## config.mk

```make
export PLATFORM = sky130hd
export DESIGN_NAME = cic_decim_sequencer
export DESIGN_NICKNAME = d
export VERILOG_FILES = /design/src/rtl/cic_pkg.sv /design/src/rtl/cic_decim_sequencer.sv
export SDC_FILE = /design/constraint.sdc
export NUM_CORES = 1
export LEC_CHECK = 0
export ABC_AREA = 1
export CAP_MARGIN = 20
export CORE_MARGIN = 2
export CORE_UTILIZATION = 51
export CTS_BUF_LIST = sky130_fd_sc_hd__clkbuf_4 sky130_fd_sc_hd__clkbuf_8
export DETAILED_ROUTE_END_ITERATION = 8
export PLACE_DENSITY_LB_ADDON = 0.15
export SYNTH_ARGS = -nofsm -noshare
export SYNTH_HDL_FRONTEND = slang
export SYNTH_SLANG_ARGS = --single-unit
```

## constraint.sdc

```tcl
create_clock -name clk -period 1.9 [get_ports clk]
set_input_delay 0.38 -clock clk [delete_from_list [all_inputs] [get_ports clk]]
set_output_delay 0.38 -clock clk [all_outputs]
set_load 0.05 [all_outputs]
```

## src/rtl/cic_pkg.sv

```systemverilog
// Shared types and width helpers for the CIC decimation chain sequencer and datapath.
package cic_pkg;

   typedef enum logic [1:0] {IDLE, START, SETTLE, RUN} cic_seq_state_t;

   function automatic int cic_rate_w(input int r_max);
      return $clog2(r_max + 1);
   endfunction

   function automatic int cic_ph_w(input int r_max);
      return (r_max <= 1) ? 1 : $clog2(r_max);
   endfunction

endpackage

```

## src/rtl/cic_decim_sequencer.sv

```systemverilog
// Sequences the CIC chain: integrator/comb enables, clear pulse, settle gating and ratio changes.
// Enables are zero-latency from s_axis_in_tvalid; a new ratio is only taken on a decimation boundary or in IDLE.
module cic_decim_sequencer
   import cic_pkg::*;
#(
   parameter int CIC_R_MAX    = 64,
   parameter int CIC_N        = 4,
   parameter int RATE_DEFAULT = 4,
   localparam int RATE_W      = cic_rate_w(CIC_R_MAX),
   localparam int PH_W        = cic_ph_w(CIC_R_MAX)
) (
   input  logic              clk,
   input  logic              reset_n,
   input  logic              en,
   input  logic              s_axis_in_tvalid,
   input  logic [RATE_W-1:0] cfg_rate,
   input  logic              cfg_valid,
   output logic              cfg_ready,
   output logic              int_ce,
   output logic              int_clr,
   output logic              comb_ce,
   output logic              out_gate,
   output logic [PH_W-1:0]   phase,
   output logic [RATE_W-1:0] rate
);

   localparam int SET_W = $clog2(CIC_N + 1);

   cic_seq_state_t    state_q;
   logic [PH_W-1:0]   phase_q;
   logic [RATE_W-1:0] rate_q;
   logic [SET_W-1:0]  settle_q;

   logic              running;
   logic              last_ph;
   logic              cfg_fire;
   logic [RATE_W-1:0] rate_d;

   function automatic logic [RATE_W-1:0] clamp_rate(input logic [RATE_W-1:0] r);
      if (r == '0)
         return RATE_W'(1);
      else if (r > RATE_W'(CIC_R_MAX))
         return RATE_W'(CIC_R_MAX);
      return r;
   endfunction

   assign running   = (state_q == SETTLE) || (state_q == RUN);
   assign last_ph   = (RATE_W'(phase_q) == (rate_q - RATE_W'(1)));
   assign int_ce    = s_axis_in_tvalid & running;
   assign comb_ce   = int_ce & last_ph;
   // Ratio may only change where a decimation period ends, so the combs never see a torn period.
   assign cfg_ready = (state_q == IDLE) | comb_ce;
   assign cfg_fire  = cfg_valid & cfg_ready;
   assign rate_d    = clamp_rate(cfg_rate);

   assign int_clr   = (state_q == START);
   assign out_gate  = (state_q == RUN);
   assign phase     = phase_q;
   assign rate      = rate_q;

   always_ff @(posedge clk or negedge reset_n) begin
      if (!reset_n) begin
         state_q  <= IDLE;
         phase_q  <= '0;
         rate_q   <= RATE_W'(RATE_DEFAULT);
         settle_q <= '0;
      end else begin
         if (cfg_fire)
            rate_q <= rate_d;

         if (!en) begin
            state_q  <= IDLE;
            phase_q  <= '0;
            settle_q <= '0;
         end else begin
            case (state_q)
               IDLE: begin
                  phase_q <= '0;
                  if (!cfg_fire)
                     state_q <= START;
               end
               START: begin
                  phase_q  <= '0;
                  settle_q <= '0;
                  state_q  <= SETTLE;
               end
               SETTLE, RUN: begin
                  if (int_ce)
                     phase_q <= last_ph ? '0 : phase_q + PH_W'(1);
                  // A rate change on the settling boundary restarts rather than completing settle.
                  if (cfg_fire) begin
                     state_q <= START;
                  end else if ((state_q == SETTLE) && comb_ce) begin
                     settle_q <= settle_q + SET_W'(1);
                     if (settle_q == SET_W'(CIC_N - 1))
                        state_q <= RUN;
                  end
               end
               default: state_q <= IDLE;
            endcase
         end
      end
   end

endmodule
```

=== Word level (Yosys, flattened, before mapping) ===
Cells that the tools add are included.
W data, S select, Z words.

* $add $sub $neg: 3
* Order comparisons: 1
* Equality and inequality tests: 12
* Multiplexer cells: 19
* Bitwise gates (word level): 4
* Reductions and logical operators: 8

{| class="wikitable"
|+ Operators with widths
! cell !! count
|-
| $mux W7 || 3
|-
| $mux W6 || 3
|-
| $ne A3 B3 Y1 const B || 4
|-
| $pmux W6 S2 || 1
|-
| $mux W2 || 5
|-
| $mux W3 || 3
|-
| $ne A4 B4 Y1 const B || 2
|-
| $eq A6 B7 Y1 || 1
|-
| $gt A7 B7 Y1 const B || 1
|-
| $logic_not A7 Y1 || 1
|-
| $sub A7 B1 Y7 const B || 1
|-
| $add A6 B1 Y6 const B || 1
|-
| $pmux W2 S3 || 1
|-
| $pmux W3 S2 || 1
|-
| $reduce_and A3 Y1 || 2
|-
| $eq A2 B2 Y1 const B || 2
|-
| $reduce_or A2 Y1 || 2
|-
| $add A3 B1 Y3 const B || 1
|-
| $and A1 B1 Y1 || 3
|-
| $eq A3 B2 Y1 const B || 1
|-
| $ne A3 B1 Y1 const B || 1
|-
| $eq A2 B1 Y1 const B || 1
|-
| $logic_not A2 Y1 || 1
|-
| $mux W1 || 2
|-
| 3 further kinds || 3
|}

* Flip-flop bits (word level): 18
* Bits of input ports: 12
* Output and inout port bits: 18
* Logic and storage cells: 51

=== Depth between registers and ports, before layout ===
Gate-level depths: netlist of run 1.

* Word-level depth: 9
* Mapped depth: 16
* Mapped depth without buffers: 16

=== Worst setup path before layout of run 1 ===
Ideal clock, no wire load.

* Path type: flip-flop to output port
* Start point: register rate_q[1], in the netlist rate[1]
* End point: output comb_ce
* Arrival time: 1.935 ns
* Data required time: 1.520 ns
* Path slack: -0.415 ns
* Stages on the path, launching flop included: 11
* Cells stage by stage: dfrtp_1 -> inv_1 -> ha_1 -> inv_1 -> nand2_1 -> nand2_1 -> nor2_2 -> nand3_1 -> nor2_2 -> nand3_2 -> inv_1

* Cells in the longest elaborated chain, start to end: 3

{| class="wikitable"
|+ Ends and longest elaborated chain
! what !! line !! source
|-
| start, declared || cic_decim_sequencer.sv:31 || <nowiki>logic [RATE_W-1:0] rate_q;</nowiki>
|-
| start signal, assigned || cic_decim_sequencer.sv:65 || <nowiki>rate_q <= RATE_W'(RATE_DEFAULT);</nowiki>
|-
| start signal, assigned || cic_decim_sequencer.sv:69 || <nowiki>rate_q <= rate_d;</nowiki>
|-
| $sub A7 B1 Y7 || cic_decim_sequencer.sv:48 || <nowiki>assign last_ph = (RATE_W'(phase_q) == (rate_q - RATE_W'(1)));</nowiki>
|-
| $eq A6 B7 Y1 || cic_decim_sequencer.sv:48 ||
|-
| $and A1 B1 Y1 || cic_decim_sequencer.sv:50 || <nowiki>assign comb_ce = int_ce & last_ph;</nowiki>
|-
| end, declared || cic_decim_sequencer.sv:21 || <nowiki>output logic comb_ce,</nowiki>
|}

No other way between the ends.

=== Worst setup path in the final report of run 1 ===
* Start point: register rate_q[1], in the netlist rate[1]
* End point: output cfg_ready

* Cells in the longest elaborated chain, start to end: 4

{| class="wikitable"
|+ Ends and longest elaborated chain
! what !! line !! source
|-
| $sub A7 B1 Y7 || cic_decim_sequencer.sv:48 ||
|-
| $eq A6 B7 Y1 || cic_decim_sequencer.sv:48 ||
|-
| $and A1 B1 Y1 || cic_decim_sequencer.sv:50 ||
|-
| $or A1 B1 Y1 || cic_decim_sequencer.sv:52 || <nowiki>assign cfg_ready = (state_q == IDLE) | comb_ce;</nowiki>
|-
| end, declared || cic_decim_sequencer.sv:18 || <nowiki>output logic cfg_ready,</nowiki>
|}

No other way between the ends.

==> impl_metrics.json, run 1 <==
{
  "status": "finished, violations left",
  "violations": "setup timing",
  "crit_arrival_ps": 1850,
  "r2r_cells": 16,
  "p_comb_frac": 0.669,
  "endpoint_kind": "output pin",
  "grt_pass1_vias": 1226,
  "p_int_w": 0.00123,
  "drc": 0,
  "critical_path.max_fanout": 4,
  "clk_pin_slew_worst_paths_ps": 120,
  "finalHoldViolCount": 0,
  "maxCapViolations": 0,
  "power_density_nw_per_um2": 1340,
  "critPathLaunch": "rate[1]",
  "die_area_um2": 2960,
  "gp_congestion": 0.854,
  "clock_latency_ps": 300,
  "ys.flop_type": "dfrtp_1",
  "fmax_mhz": 449,
  "max-slew-margin-rel": 0.778,
  "layout-drive-gt1-share": 0.333,
  "place.port_buffers": 29,
  "ys_async_sr_fraction": 1.00,
  "postSynthAreaPerCell_um2": 7.04,
  "crit_chain": "inv_2 -> ha_4 -> inv_1 -> nand2_1 -> nand3_1 -> nand2_1 -> nand2_2 -> nor2_2 -> nand3_4 -> nand2_8 -> buf_12",
  "gr-total-overflow": 0,
  "drtPass1Iterations": 4,
  "clock_sinks": 18,
  "wl_met1_mm": 1.58,
  "rr_endpoint": "state_q[0]",
  "cp_slowest_stage_delay_ps": 440,
  "seq_area_frac_synth": 0.348,
  "final.period_utilization": 1.17,
  "cts_made_buffers": 3,
  "finalWorstSetupSlack_ps": -328,
  "wl_met2_mm": 1.66,
  "ys_ff_latch": 18,
  "hpwlAfterDp_mm": 2.64,
  "period_needed_ps": 2230,
  "synth_area_um2": 1300,
  "syn_to_final_growth_pct": 45.8,
  "syn-instance-count": 184,
  "initial_core_util": 0.533,
  "tightest_slew_ps": 332,
  "power_frac_clock": 0.099,
  "drt-initial-drc-count": 45,
  "startpoint_type": "flip-flop",
  "slowest_stage": "dfrtp_2",
  "drt_wl_total_mm": 3.48,
  "pin_count": 30,
  "vias": 1373,
  "hold_buffers": 0,
  "synth_commonest_cells": "nand2_1, inv_1, dfrtp_1, nand3_1, nor2_1",
  "fillers": 171,
  "dp_cells": 249,
  "synth.area.top_cells": "dfrtp_1, nand2_1, inv_1, nand3_1, nor2_1",
  "setup_viol": 17,
  "reg2reg_slack_ps": -100,
  "post-place-ws_ps": -5.71,
  "finalClockSkew_ps": 5.31,
  "critical_path_buf_inv_count": 3,
  "route.met3.wl_um": 177,
  "clockBufferDepth": 2,
  "top_layer_used": "met4",
  "grt_antenna_before_repair": 0,
  "regArea_um2": 455,
  "synth_largest_area_cell": "dfrtp_1",
  "core_area_um2": 2430,
  "finalMaxSlewViolations": 0,
  "die-width_um": 54.4,
  "synth-edff-count": 0,
  "multi_input_area_um2": 821,
  "grtUsageTotal": 0.248,
  "die_h_um": 54.4,
  "critical-path-top-delay-family": "simple AND/OR/NAND/NOR gates",
  "nets": 245,
  "h-tree-depth": 1,
  "grt_max_degree": 19,
  "tritoncts": "built",
  "min_path_type": "in -> async",
  "grt_pass1_wl_mm": 5.36,
  "leakagePower_nw": 0.920,
  "rows": 18,
  "cp_data_required_time_ps": 1520,
  "power.switching_w": 0.00130,
  "cts_root_buffer": "clkbuf_4",
  "yosys_warnings": 0,
  "ir_drop_uv": 826,
  "swShare": 0.515,
  "post_drt_wl_per_cell_um": 13.5,
  "fin_cells": 258,
  "num_antenna_cells": 0,
  "crit_top_cell": "nand2_1",
  "synth_most_common_cell": "nand2_1",
  "seqPwrFrac": 0.231,
  "drt-vias-per-instance": 5.32,
  "rsz0062_at_grt": "true",
  "syn_nets": 200,
  "synth_cell_types": 28,
  "drtAntennaViolNets": 0,
  "r2r-start": "rate[1]",
  "yosysTopAreaCellShare": 0.328,
  "path_class": "reg -> out"
}
-- placed cells by master (no fill, tap or decap) --
master / synthesis / final
dfstp_2: 1 / 1
clkinvlp_4: 0 / 1
nand3_4: 0 / 1
nand2_2: 1 / 6
nor2_4: 0 / 2
o21ai_2: 3 / 3
inv_4: 0 / 1
buf_4: 0 / 25
clkbuf_8: 0 / 1
o22ai_2: 0 / 1
a21oi_2: 0 / 1
buf_6: 0 / 1
nand3b_1: 1 / 1
clkinv_8: 0 / 1
clkdlybuf4s50_1: 0 / 11
buf_12: 0 / 5
nand2_1: 55 / 50
nand3_1: 17 / 12
nor3_1: 3 / 3
nand4_1: 7 / 7
dfrtp_2: 0 / 3
xnor2_1: 3 / 3
o21ai_1: 1 / 3
nor2_8: 1 / 1
nand2_8: 0 / 2
nor2_2: 3 / 4
nand3_2: 3 / 7
ha_4: 0 / 1
xor2_1: 4 / 4
nor4_1: 1 / 1
ha_1: 4 / 3
o22ai_1: 5 / 4
nor2_1: 15 / 12
inv_2: 3 / 4
or2_2: 1 / 1
inv_1: 26 / 23
o21ai_0: 3 / 1
clkbuf_4: 0 / 3
dfrtp_1: 17 / 14
-- routing by layer --
metal | vias up | track usage
li1 | 678 | -
met1 | 652 | 0.350
met2 | 35 | 0.400
met3 | 8 | 0.0383
met4 | 0 | 0.0583
met5 | - | 0
-- logic make-up (layout without fill, tap and decap cells) --
group,Yosys count,in the layout,synth area share
simple gates,110,110,0.404
buf+inv,32,76,0.0975
flops,18,18,0.348
compound gates,13,13,0.0637
xor+xnor,7,7,0.0473
fa+ha+maj,4,4,0.0386
-- area by class of cell --
| cell class | count | share of cell area |
|---|---|---|
| timing repair buffer | 42 | 0.216 |
| clock buffer | 4 | 0.0192 |
| tap | 30 | 0.0199 |
| sequential | 18 | 0.241 |
| multi-input combinational | 134 | 0.434 |
| inverter | 30 | 0.0695 |
-- power by group through the flow --
| stage | Clock, W | Sequential [W] | Combinational [W] |
|---|---|---|---|
| detailed placement | 0 | 0.000586 | 0.00151 |
| floorplan | 0 | 0.000781 | 0.000841 |
| global route | 0.000265 | 0.000599 | 0.00183 |
| CTS | 0.000247 | 0.000580 | 0.00154 |
| finish | 0.000251 | 0.000585 | 0.00169 |
| global placement | 0 | 0.000582 | 0.00147 |
-- metrics by stage --
| step | total power (W) | hold WS (ps) | utilization | TNS (ps) | area, µm² |
|---|---|---|---|---|---|
| 2_1_floorplan | 0.00162 | 84.4 | - | -1100 | 1370 |
| 5_1_grt | 0.00269 | 412 | 0.777 | -3720 | 1890 |
| 3_5_place_dp | 0.00209 | 494 | 0.727 | -5.71 | 1770 |
| 4_1_cts | 0.00237 | 408 | 0.746 | -1200 | 1820 |
| 3_3_place_gp | 0.00206 | 491 | 0.727 | 0 | 1770 |
| 6_report | 0.00253 | 392 | 0.777 | -1290 | 1890 |
-- registers in the layout (all words and copies together) (netlist names) --
name / count
rate: 7
phase: 6
settle_q: 3
state_q: 2
-- timing repair --
item	CTS	global route
buffers inserted	1	4
gates resized for setup	1	13
pin swaps	2	8
endpoints found under the setup margin	2	18
-- how the worst max path moves through the flow --
| stage | end | cells after the start | slack, ps |
|---|---|---|---|
| after floorplan | comb_ce | 10 | -130 |
| after global placement | cfg_ready | 10 | 30 |
| after detailed placement | cfg_ready | 11 | -6 |
| after CTS | comb_ce | 11 | -330 |
| after global routing | comb_ce | 11 | -420 |
| final | cfg_ready | 11 | -330 |
Power figures use the tool's default switching activity.
==> run 2: changes to the inputs <==
--- a/config.mk
+++ b/config.mk
@@ -9,3 +9,3 @@
 export CAP_MARGIN = 20
-export CORE_MARGIN = 2
+export CORE_MARGIN = 5
 export CORE_UTILIZATION = 51
==> constraint.sdc (replaced) <==
create_clock -name clk -period 1.9 [get_ports clk]
set_input_delay 0.285 -clock clk [delete_from_list [all_inputs] [get_ports clk]]
set_output_delay 0.285 -clock clk [all_outputs]
set_load 0.05 [all_outputs]
==> impl_metrics.json, run 2 (synthesis results as in run 1) <==
{
  "endpoint_kind": "output pin",
  "die_h_um": 60.4,
  "grtUsageTotal": 0.217,
  "min_path_type": "in -> async",
  "syn_to_final_growth_pct": 45.9,
  "tritoncts": "built",
  "vias": 1392,
  "finalWorstSetupSlack_ps": -301,
  "pin_count": 30,
  "layout_commonest_cell": "nand2_1",
  "fillers": 172,
  "crit_top_cell": "nand2_1",
  "fin_tns_setup_ps": -2250,
  "critical-path-top-delay-family": "simple AND/OR/NAND/NOR gates",
  "die_area_um2": 3650,
  "ir_drop_uv": 1070,
  "drt-initial-drc-count": 84,
  "clock_sinks": 18,
  "status": "finished, violations left",
  "drt_wl_total_mm": 3.73,
  "post-place-ws_ps": -22.4,
  "layout-drive-gt1-share": 0.311,
  "crit_arrival_ps": 1920,
  "final_cell_mix": "nand2_1, inv_1, buf_4",
  "cts_made_buffers": 3,
  "hpwlAfterDp_mm": 2.70,
  "clk_pin_slew_worst_paths_ps": 120,
  "gp_congestion": 0.894,
  "place.port_buffers": 29,
  "drc": 0,
  "startpoint_type": "flip-flop",
  "crit_chain": "inv_2 -> ha_4 -> inv_1 -> nand2_1 -> nand3_1 -> nand2_2 -> nand2_1 -> nor2_2 -> nand3_4 -> nand2_8 -> buf_12",
  "power_density_nw_per_um2": 1320,
  "rsz0062_at_grt": "true",
  "core_area_um2": 2450,
  "rows": 18,
  "cts_root_buffer": "clkbuf_4",
  "grt_pass1_wl_mm": 6.01,
  "slowest_stage": "dfrtp_2",
  "setup_viol": 20,
  "max-slew-margin-rel": 0.667,
  "drt-vias-per-instance": 5.40,
  "drtPass1Iterations": 5,
  "cp_slowest_stage_delay_ps": 440,
  "finalClockSkew_ps": 9.02,
  "grt_antenna_before_repair": 0,
  "path_class": "reg -> out",
  "critical_path.max_fanout": 3,
  "post_drt_wl_per_cell_um": 14.4,
  "placed_cell_area_um2": 1690,
  "grt_pass1_vias": 1323,
  "nets": 245,
  "leakagePower_nw": 0.938,
  "largest_reg_flops": 7,
  "maxCapViolations": 0,
  "gr-total-overflow": 0,
  "num_antenna_cells": 0,
  "clockBufferDepth": 2,
  "tightest_slew_ps": 499,
  "clock_latency_ps": 300,
  "finalHoldViolCount": 0,
  "critical_path_buf_inv_count": 3,
  "die-width_um": 60.4,
  "initial_core_util": 0.528,
  "final.period_utilization": 1.16,
  "fmax_mhz": 454,
  "h-tree-depth": 1,
  "fin_area_um2": 1890,
  "violations": "setup timing",
  "grt_max_degree": 19,
  "period_needed_ps": 2200,
  "hold_buffers": 0,
  "finalMaxSlewViolations": 0,
  "drtAntennaViolNets": 0,
  "cp_data_required_time_ps": 1620
}
-- run 2: power breakdown --
group	switching (W)	total [W]	leakage (nW)	internal, W
Clock	0.000130	0.000247	0.0210	0.000117
Combinational	0.00104	0.00166	0.683	0.000618
Sequential	0.000125	0.000598	0.234	0.000473
Total	0.00130	0.00250	0.938	0.00121
-- run 2: worst paths after layout --
| path | to | cells after the start | slack (ps) | startpoint |
|---|---|---|---|---|
| setup reg to reg | rate[0] | 15 | -180 | rate[1] |
| min in group clk | rate[5] | 3 | 530 | cfg_rate[5] |
| max in group asynchronous | rate[2] | 2 | 1330 | reset_n |
| hold reg to reg | settle_q[2] | 2 | 540 | settle_q[2] |
| hold / removal | rate[4] | 2 | 310 | reset_n |
| setup / recovery | cfg_ready | 11 | -300 | rate[1] |
-- run 2: layer usage --
metal	part of all wire	vias to the layer above	wire, µm	track usage
li1	-	681	-	-
met1	0.44	648	1650	0.305
met2	0.48	51	1790	0.352
met3	0.051	12	191	0.0234
met4	0.027	0	99	0.0681
met5	0	-	0	0
-- run 2: worst register-to-register path: cells and delay by family (launching register included) --
family	cells	cell delay [ps]
flip-flops	1	440
adder cells (fa/ha/maj)	1	140
AND/OR/NAND/NOR	9	1020
buffers and inverters	3	260
AO/OA/AOI/OAI	2	140
-- run 2: area by class of cell --
cell class	count	area, µm²	share of cell area
clock buffer	4	36.3	0.0192
inverter	30	131	0.0694
multi-input combinational	134	828	0.438
sequential	18	454	0.240
tap	30	37.5	0.0198
timing repair buffer	42	404	0.214
-- run 2: through the flow --
stage	util	instances	hold WS [ps]	power (W)
after floorplan	-	184	-10.6	0.00160
after global placement	0.689	244	489	0.00198
after detailed placement	0.689	244	510	0.00201
after CTS	0.725	252	347	0.00233
after global routing	0.771	258	357	0.00268
final	0.771	258	313	0.00250
-- run 2: what timing repair did --
action                     CTS  global route
pin swaps                    4             8
buffers inserted             4             6
setup endpoints to repair    5            21
resized for setup            8            18
==> run 3: changes to the inputs <==
--- a/config.mk
+++ b/config.mk
@@ -10,3 +10,3 @@
 export CORE_MARGIN = 5
-export CORE_UTILIZATION = 51
+export CORE_UTILIZATION = 45
 export CTS_BUF_LIST = sky130_fd_sc_hd__clkbuf_4 sky130_fd_sc_hd__clkbuf_8
==> constraint.sdc (replaced) <==
create_clock -name clk -period 1.9 [get_ports clk]
set_input_delay 0.38 -clock clk [delete_from_list [all_inputs] [get_ports clk]]
set_output_delay 0.38 -clock clk [all_outputs]
set_load 0.05 [all_outputs]
==> impl_metrics.json, run 3 (synthesis results as in run 1) <==
{
  "wl_met1_mm": 1.44,
  "initial_core_util": 0.470,
  "gp_congestion": 0.886,
  "cts_made_buffers": 3,
  "hpwlAfterDp_mm": 2.61,
  "layout_commonest_cell": "nand2_1",
  "rsz0062_at_grt": "true",
  "final_cell_mix": "nand2_1, buf_4, inv_1",
  "route.met3.wl_um": 151,
  "vias": 1375,
  "grt_pass1_vias": 1386,
  "max-slew-margin-rel": 0.766,
  "critical_path.max_fanout": 2,
  "ir_drop_uv": 1140,
  "violations": "setup timing",
  "layout-drive-gt1-share": 0.370,
  "cts_root_buffer": "clkbuf_4",
  "wl_met2_mm": 1.82,
  "finalClockSkew_ps": 2.19,
  "drtPass1Iterations": 4,
  "syn_to_final_growth_pct": 50.1,
  "nets": 247,
  "endpoint_kind": "output pin",
  "power_density_nw_per_um2": 1330,
  "finalMaxSlewViolations": 0,
  "fin_tns_setup_ps": -2360,
  "cp_data_required_time_ps": 1520,
  "fmax_mhz": 455,
  "pin_count": 30,
  "tritoncts": "built",
  "status": "finished, violations left",
  "post_drt_wl_per_cell_um": 13.3,
  "largest_reg_flops": 7,
  "grt_antenna_before_repair": 0,
  "place.port_buffers": 29,
  "maxCapViolations": 0,
  "die_h_um": 63.7,
  "grtUsageTotal": 0.177,
  "num_antenna_cells": 0,
  "die-width_um": 63.7,
  "crit_chain": "inv_4 -> ha_4 -> inv_2 -> nand2_2 -> nand2_2 -> nor2_4 -> nand3_2 -> nor2_4 -> nand3_4 -> clkinvlp_4 -> buf_12",
  "drt_wl_total_mm": 3.48,
  "core_area_um2": 2760,
  "drtAntennaViolNets": 0,
  "clockBufferDepth": 2,
  "grt_max_degree": 19,
  "drc": 0,
  "final_core_util": 0.706,
  "rows": 19,
  "finalHoldViolCount": 0,
  "drt-vias-per-instance": 5.27,
  "grt_pass1_wl_mm": 5.95,
  "clk_pin_slew_worst_paths_ps": 110,
  "h-tree-depth": 1,
  "top_layer_used": "met4",
  "clock_latency_ps": 300,
  "period_needed_ps": 2200,
  "path_class": "reg -> out",
  "placed_cell_area_um2": 1770,
  "startpoint_type": "flip-flop",
  "die_area_um2": 4050,
  "tightest_slew_ps": 350,
  "hold_ws_ps": 398,
  "final.period_utilization": 1.16,
  "min_path_type": "in -> async",
  "clock_sinks": 18,
  "setup_viol": 19,
  "gr-total-overflow": 0,
  "r2r_cells": 16,
  "cp_slowest_stage_delay_ps": 400,
  "fin_area_um2": 1950,
  "drt-initial-drc-count": 113,
  "slowest_stage": "dfrtp_2",
  "post-place-ws_ps": -16.1,
  "leakagePower_nw": 0.939,
  "crit_arrival_ps": 1820,
  "finalWorstSetupSlack_ps": -296
}
-- run 3: cell types whose count changed in the layout (fill, tap and decap cells not counted), sizes merged --
cell           before  now
buf                26   33
clkdlybuf4s50      13   11
dlymetal6s2s        1    0
dlygate4sd2         2    0
-- run 3: final timing paths --
| kind | to | start | slack (ps) |
|---|---|---|---|
| worst max-delay path | comb_ce | rate[0] | -300 |
| worst min-delay path | rate[5] | reset_n | 400 |
| worst max register to register | rate[0] | rate[0] | -170 |
| worst min register to register | settle_q[2] | settle_q[2] | 520 |
| max in group asynchronous | rate[2] | reset_n | 1230 |
| min in group clk | settle_q[2] | settle_q[2] | 520 |
-- run 3: critical path, delay by kind of cell (launching register included) --
kind                       cells  cell delay (ps)
adders and majority gates      1              260
and+or+nand+nor                6              540
buffers and inverters          4              310
DFF                            1              400
-- run 3: routing by layer --
metal  vias to the layer above  track usage
met5                         -            0
met4                         0       0.0597
met2                        45        0.319
met3                        11       0.0231
met1                       638        0.213
li1                        681            -
-- run 3: repair_timing --
action | 4_1_cts | 5_1_grt
pin swaps | 5 | 11
hold endpoints to repair | 0 | 0
resized for setup | 4 | 22
endpoints found under the setup margin | 8 | 20
buffers inserted | 3 | 4
hold buffers | 0 | 0
-- run 3: per-stage QoR --
stage / std cells / total power (W)
after floorplan: 184 / 0.00162
after detailed placement: 250 / 0.00210
after CTS: 257 / 0.00242
after global routing: 261 / 0.00278
after global placement: 250 / 0.00207
final: 261 / 0.00259
-- run 3: area by class of cell --
cell class / instances / area, µm²
Clock buffer: 4 / 36.3
Multi-Input combinational cell: 134 / 853
Inverter: 30 / 131
Timing Repair Buffer: 44 / 432
Fill cell: 229 / 812
Tap cell: 31 / 38.8
Sequential cell: 18 / 454
-- run 3: where the power goes --
group	switching [W]	total [W]	internal [W]
clock network	0.000131	0.000248	0.000117
logic	0.00107	0.00176	0.000683
registers	0.000115	0.000588	0.000473
==> patch 1: new RTL, flow settings as in run 3 <==
`CIC_N`: 4 -> 8.
--- a/src/rtl/cic_decim_sequencer.sv
+++ b/src/rtl/cic_decim_sequencer.sv
@@ -4,7 +4,7 @@
    import cic_pkg::*;
 #(
    parameter int CIC_R_MAX    = 64,
-   parameter int CIC_N        = 4,
+   parameter int CIC_N        = 8,
    parameter int RATE_DEFAULT = 4,
    localparam int RATE_W      = cic_rate_w(CIC_R_MAX),
    localparam int PH_W        = cic_ph_w(CIC_R_MAX)
Check against the original RTL: not equivalent (Yosys sat finds a counterexample within 10 cycles, from zero or initial values and one cycle with reset_n low).
==> patch 1 against run 3 <==
First-iteration DRC count is 49% lower; via count increased by 0.80%; total power rose by 21%; routed wire length increased by 7.0%; area after synthesis is 9.8% higher; largest power group unchanged; sequential cell count up 1; sequential power increased by 12%; cell area rose by 3.9%; clock skew fell by 1.2 ps; the flow still finishes with violations (negative setup slack); setup slack worse by 28 ps; critical path depth shrank 2; non-clock buffer count shrank 4.
==> patch 1: results (changes against run 3) <==
INFO  metric result_of_the_run = complete, but fails checks (unchanged)
INFO  metric failed_checks = negative setup slack (unchanged)
INFO  metric p_leak = 0.965 nW (was 0.939 nW)
INFO  metric hpwlAfterDp = 2910 um (was 2610 um)
INFO  metric mean_number_of_vias_per_cell = 4.95 (was 5.27)
INFO  metric yosys.area_share.xor_xnor = 0.0308 (was 0.0473)
INFO  metric synth_seq_area_share = 0.335 (was 0.348)
INFO  metric fin_worst_skew = 0.995 ps (was 2.19 ps)
INFO  metric number_of_global_route_vias_before_repair = 1351 (was 1386)
INFO  metric synth_fa_ha_area_frac = 0.0264 (was 0.0386)
INFO  metric synth.net_count = 207 (was 200)
INFO  metric synth_compound_gate_area_share = 0.0826 (was 0.0637)
INFO  metric finalSetupTns = -927 ps (was -2360 ps)
INFO  metric setup_viol = 13 (was 19)
INFO  metric ir_worst_vdd = 0.000694 V (was 0.00114 V)
INFO  metric slew_headroom = 0.747 (was 0.766)
INFO  metric grt_max_degree = 14 (was 19)
INFO  metric final_net_count = 252 (was 247)
INFO  metric dieArea = 4390 um2 (was 4050 um2)
INFO  metric drive_gt1_frac = 0.364 (was 0.370)
INFO  metric wire_length_of_the_first_global_routing_pass = 6130 um (was 5950 um)
INFO  metric postRouteWirelength = 3720 um (was 3480 um)
INFO  metric placed_cells = 271 (was 250)
INFO  metric avgSynthCellArea = 7.42 um2 (was 7.04 um2)
INFO  metric synth_common_cells = 53 x nand2_1, 23 x inv_1, 18 x dfrtp_1, 18 x nor2_1, 16 x nand3_1 (was 55 x nand2_1, 26 x inv_1, 17 x dfrtp_1, 17 x nand3_1, 15 x nor2_1)
INFO  metric regToRegStartpoint = rate[1] (was rate[0])
INFO  metric finalWorstSetupSlack = -324 ps (was -296 ps)
INFO  metric detail_route.iter0.violations = 58 (was 113)
INFO  metric yosys.cell_types.count = 29 (was 28)
INFO  metric arrival = 1840 ps (was 1820 ps)
## patch 1: logic make-up (layout without fill, tap and decap cells)
kind of cell,count (synthesis),count (layout)
flops,19,19
buf+inv,32,76
fa+ha+maj,3,3
xor+xnor,5,5
compound gates,17,17
simple gates,116,116
## patch 1: per-layer routing
| metal | vias to the layer above | routed length [um] | GRT usage |
|---|---|---|---|
| li1 | 704 | - | - |
| met1 | 645 | 1640 | 0.228 |
| met2 | 33 | 1870 | 0.292 |
| met3 | 4 | 168 | 0.0493 |
| met4 | 0 | 46 | 0.0406 |
| met5 | - | 0 | 0 |
## patch 1: power breakdown
part / switching (mW) / internal (mW) / leakage, nW
Sequential: 0.150 / 0.512 / 0.250
Combinational: 1.39 / 0.859 / 0.697
Clock: 0.126 / 0.0961 / 0.0184
Total: 1.67 / 1.47 / 0.965
## patch 1: layout make-up
type	count	area (um2)
Fill cell	260	1030
Multi-Input combinational cell	141	926
Tap cell	44	55.1
Timing Repair Buffer	40	382
Inverter	31	140
Sequential cell	19	479
Clock buffer	4	30.0
Timing Repair inverter	1	8.76
## patch 1: what timing repair did
action | in CTS | in global routing
buffers inserted | 2 | 2
endpoints found under the setup margin | 2 | 15
cloned | 0 | 1
resized for setup | 4 | 14
pin swaps | 2 | 7
## patch 1: final timing paths
path / end / slack, ps / depth (start not counted)
min in group clk: settle_q[3] / 520 / 2
hold / removal: rate[0] / 330 / 1
setup / recovery: comb_ce / -320 / 9
setup reg to reg: state_q[1] / -80 / 12
hold reg to reg: settle_q[3] / 520 / 2
max in group asynchronous: settle_q[2] / 1090 / 2
## patch 1: worst max-delay path: cells and delay by family (launching register included)
kind	cells	cell delay (ps)
xor gates and xnor gates	1	130
adders and majority gates	1	260
buffers and inverters	3	310
DFF	1	400
and+or+nand+nor	4	450
==> patch 2: new RTL, flow settings as in run 3 <==
Made on the original files. Register the input `cfg_rate` before use, cleared by the reset. The logic sees it one clock later. The other inputs are not delayed to match.
--- a/src/rtl/cic_decim_sequencer.sv
+++ b/src/rtl/cic_decim_sequencer.sv
@@ -26,6 +26,16 @@
 
    localparam int SET_W = $clog2(CIC_N + 1);
 
+   logic [RATE_W-1:0] cfg_rate_q;
+
+   always_ff @(posedge clk or negedge reset_n) begin
+      if (!reset_n) begin
+         cfg_rate_q <= '0;
+      end else begin
+         cfg_rate_q <= cfg_rate;
+      end
+   end
+
    cic_seq_state_t    state_q;
    logic [PH_W-1:0]   phase_q;
    logic [RATE_W-1:0] rate_q;
@@ -51,7 +61,7 @@
    // Ratio may only change where a decimation period ends, so the combs never see a torn period.
    assign cfg_ready = (state_q == IDLE) | comb_ce;
    assign cfg_fire  = cfg_valid & cfg_ready;
-   assign rate_d    = clamp_rate(cfg_rate);
+   assign rate_d    = clamp_rate(cfg_rate_q);
 
    assign int_clr   = (state_q == START);
    assign out_gate  = (state_q == RUN);
Behaviour: not the same (Yosys sat finds a counterexample within 4 cycles, from zero or initial values and one cycle with reset_n low).
==> patch 2 against run 3 <==
Highest routed layer unchanged; routed wire length grew 18%; total power grew 45%; the flow still finishes with violations (negative setup slack); global-route usage grew 1.9 points; sequential cell count grew 7; area after synthesis grew 13%; register-to-register slack gained 50 ps; cell area grew 17%; critical path depth is the same; largest cell class unchanged; via count grew 7.2%; critical path type unchanged; setup slack lost 72 ps.
==> patch 2: results (changes against run 3) <==
INFO  metric placedInstanceArea = 1980 um2 (was 1770 um2)
INFO  metric nNonClkBuffers = 54 (was 44)
INFO  metric seqCellArea = 629 um2 (was 454 um2)
INFO  metric slew_headroom = 0.779 (was 0.766)
INFO  metric synth.area.top_cells = dfrtp_1 41%, nand2_1 16%, inv_1 6.4%, nand3_1 5.5%, nor2_1 4.6% (was dfrtp_1 33%, nand2_1 16%, inv_1 7.5%, nand3_1 6.6%, nor2_1 4.3%)
INFO  metric cts_setup_buffers = 13 (was 3)
INFO  metric setup_viol = 13 (was 19)
INFO  metric portion_of_the_layout_cell_area_used_by_clock_cells = 0.0121 (was 0.0186)
INFO  metric detail_route.iter0.violations = 75 (was 113)
INFO  metric final_net_count = 268 (was 247)
INFO  metric ir_worst_vdd = 0.00111 V (was 0.00114 V)
INFO  metric drive_gt1_frac = 0.438 (was 0.370)
INFO  metric result_of_the_run = complete, but fails checks (unchanged)
INFO  metric synth_seq_area_share = 0.430 (was 0.348)
INFO  metric synth_common_cells = 62 x nand2_1, 25 x inv_1, 24 x dfrtp_1 (was 55 x nand2_1, 26 x inv_1, 17 x dfrtp_1, 17 x nand3_1, 15 x nor2_1)
INFO  metric number_of_global_route_vias_before_repair = 1478 (was 1386)
INFO  metric finalWorstSetupSlack = -368 ps (was -296 ps)
INFO  metric clock_sinks = 25 (was 18)
INFO  metric multi_input_cells = 136 (was 134)
INFO  metric fin_worst_skew = 3.87 ps (was 2.19 ps)
INFO  metric yosys.cell_types.count = 26 (was 28)
INFO  metric critical_path.max_fanout = 3 (was 2)
INFO  metric gpl.final_weighted_congestion = 0.909 (was 0.886)
INFO  metric area_growth_syn_to_layout = 56.1% (was 50.1%)
INFO  metric post_cts_resize_count = 12 (was 4)
INFO  metric setup.worst_path.start = rate[1] (was rate[0])
INFO  metric fraction_of_area_in_multi_input_gates = 0.395 (was 0.439)
INFO  metric data_path_buffer_share_of_cell_area_in_the_final_layout = 0.227 (was 0.222)
INFO  metric tapcells = 44 (was 31)
INFO  metric p_leak = 1.09 nW (was 0.939 nW)
INFO  metric grt_max_degree = 26 (was 19)
INFO  metric inverters = 32 (was 30)
INFO  metric wire_length_of_the_first_global_routing_pass = 6530 um (was 5950 um)
INFO  metric clk_transition_reported_paths = 140 ps (was 110 ps)
INFO  metric final.fill_count = 220 (was 229)
INFO  metric globalRouteTotalUtil = 0.196 (was 0.177)
INFO  metric failed_checks = negative setup slack (unchanged)
-- patch 2: changes by cell type after synthesis, sizes merged, moves of 2 or more --
cell,before,now
dfrtp,17,24
nand2,58,65
nand4,7,4
o21ai,7,10
nand3,20,18
nor2,19,21
nor3,3,1
xnor2,3,1
-- patch 2: final timing paths --
check	endpoint	slack [ps]
worst max-delay path	comb_ce	-370
worst min-delay path	cfg_rate_q[4]	390
worst max register to register	settle_q[0]	-120
worst min register to register	settle_q[2]	500
max in group asynchronous	rate[2]	1220
min in group clk	cfg_rate_q[5]	470
-- patch 2: cells by family (layout without fill, tap and decap cells) --
family                     count (synthesis)  count (layout)  share of synthesized area
and+or+nand+nor                          112             112                      0.362
AOI/OAI and AO/OA                         16              16                     0.0669
buffers and inverters                     31              90                     0.0832
DFF                                       25              25                      0.430
xor gates and xnor gates                   4               4                     0.0240
adders and majority gates                  4               4                     0.0343
-- patch 2: power breakdown --
part / total [mW] / internal (mW) / switching (mW)
Clock: 0.246 / 0.0791 / 0.166
Sequential: 0.825 / 0.656 / 0.169
Combinational: 2.70 / 1.10 / 1.59
-- patch 2: worst max-delay path: cells and delay by family (launching register included) --
kind / cells / cell delay, ps
simple gates: 6 / 570
buf+inv: 4 / 330
flops: 1 / 410
fa+ha+maj: 1 / 260
-- patch 2: layer usage --
layer / global-route usage / share of wire
met1: 0.234 / 0.42
met4: 0.0937 / 0.038
met5: 0 / 0
met2: 0.342 / 0.50
met3: 0.0287 / 0.038
-- patch 2: metrics by stage --
step / setup slack [ps] / instances
finish: -368 / 295
global route: -449 / 295
CTS: -393 / 297
detailed placement: -76.5 / 280
global placement: -13.6 / 280
floorplan: -189 / 192
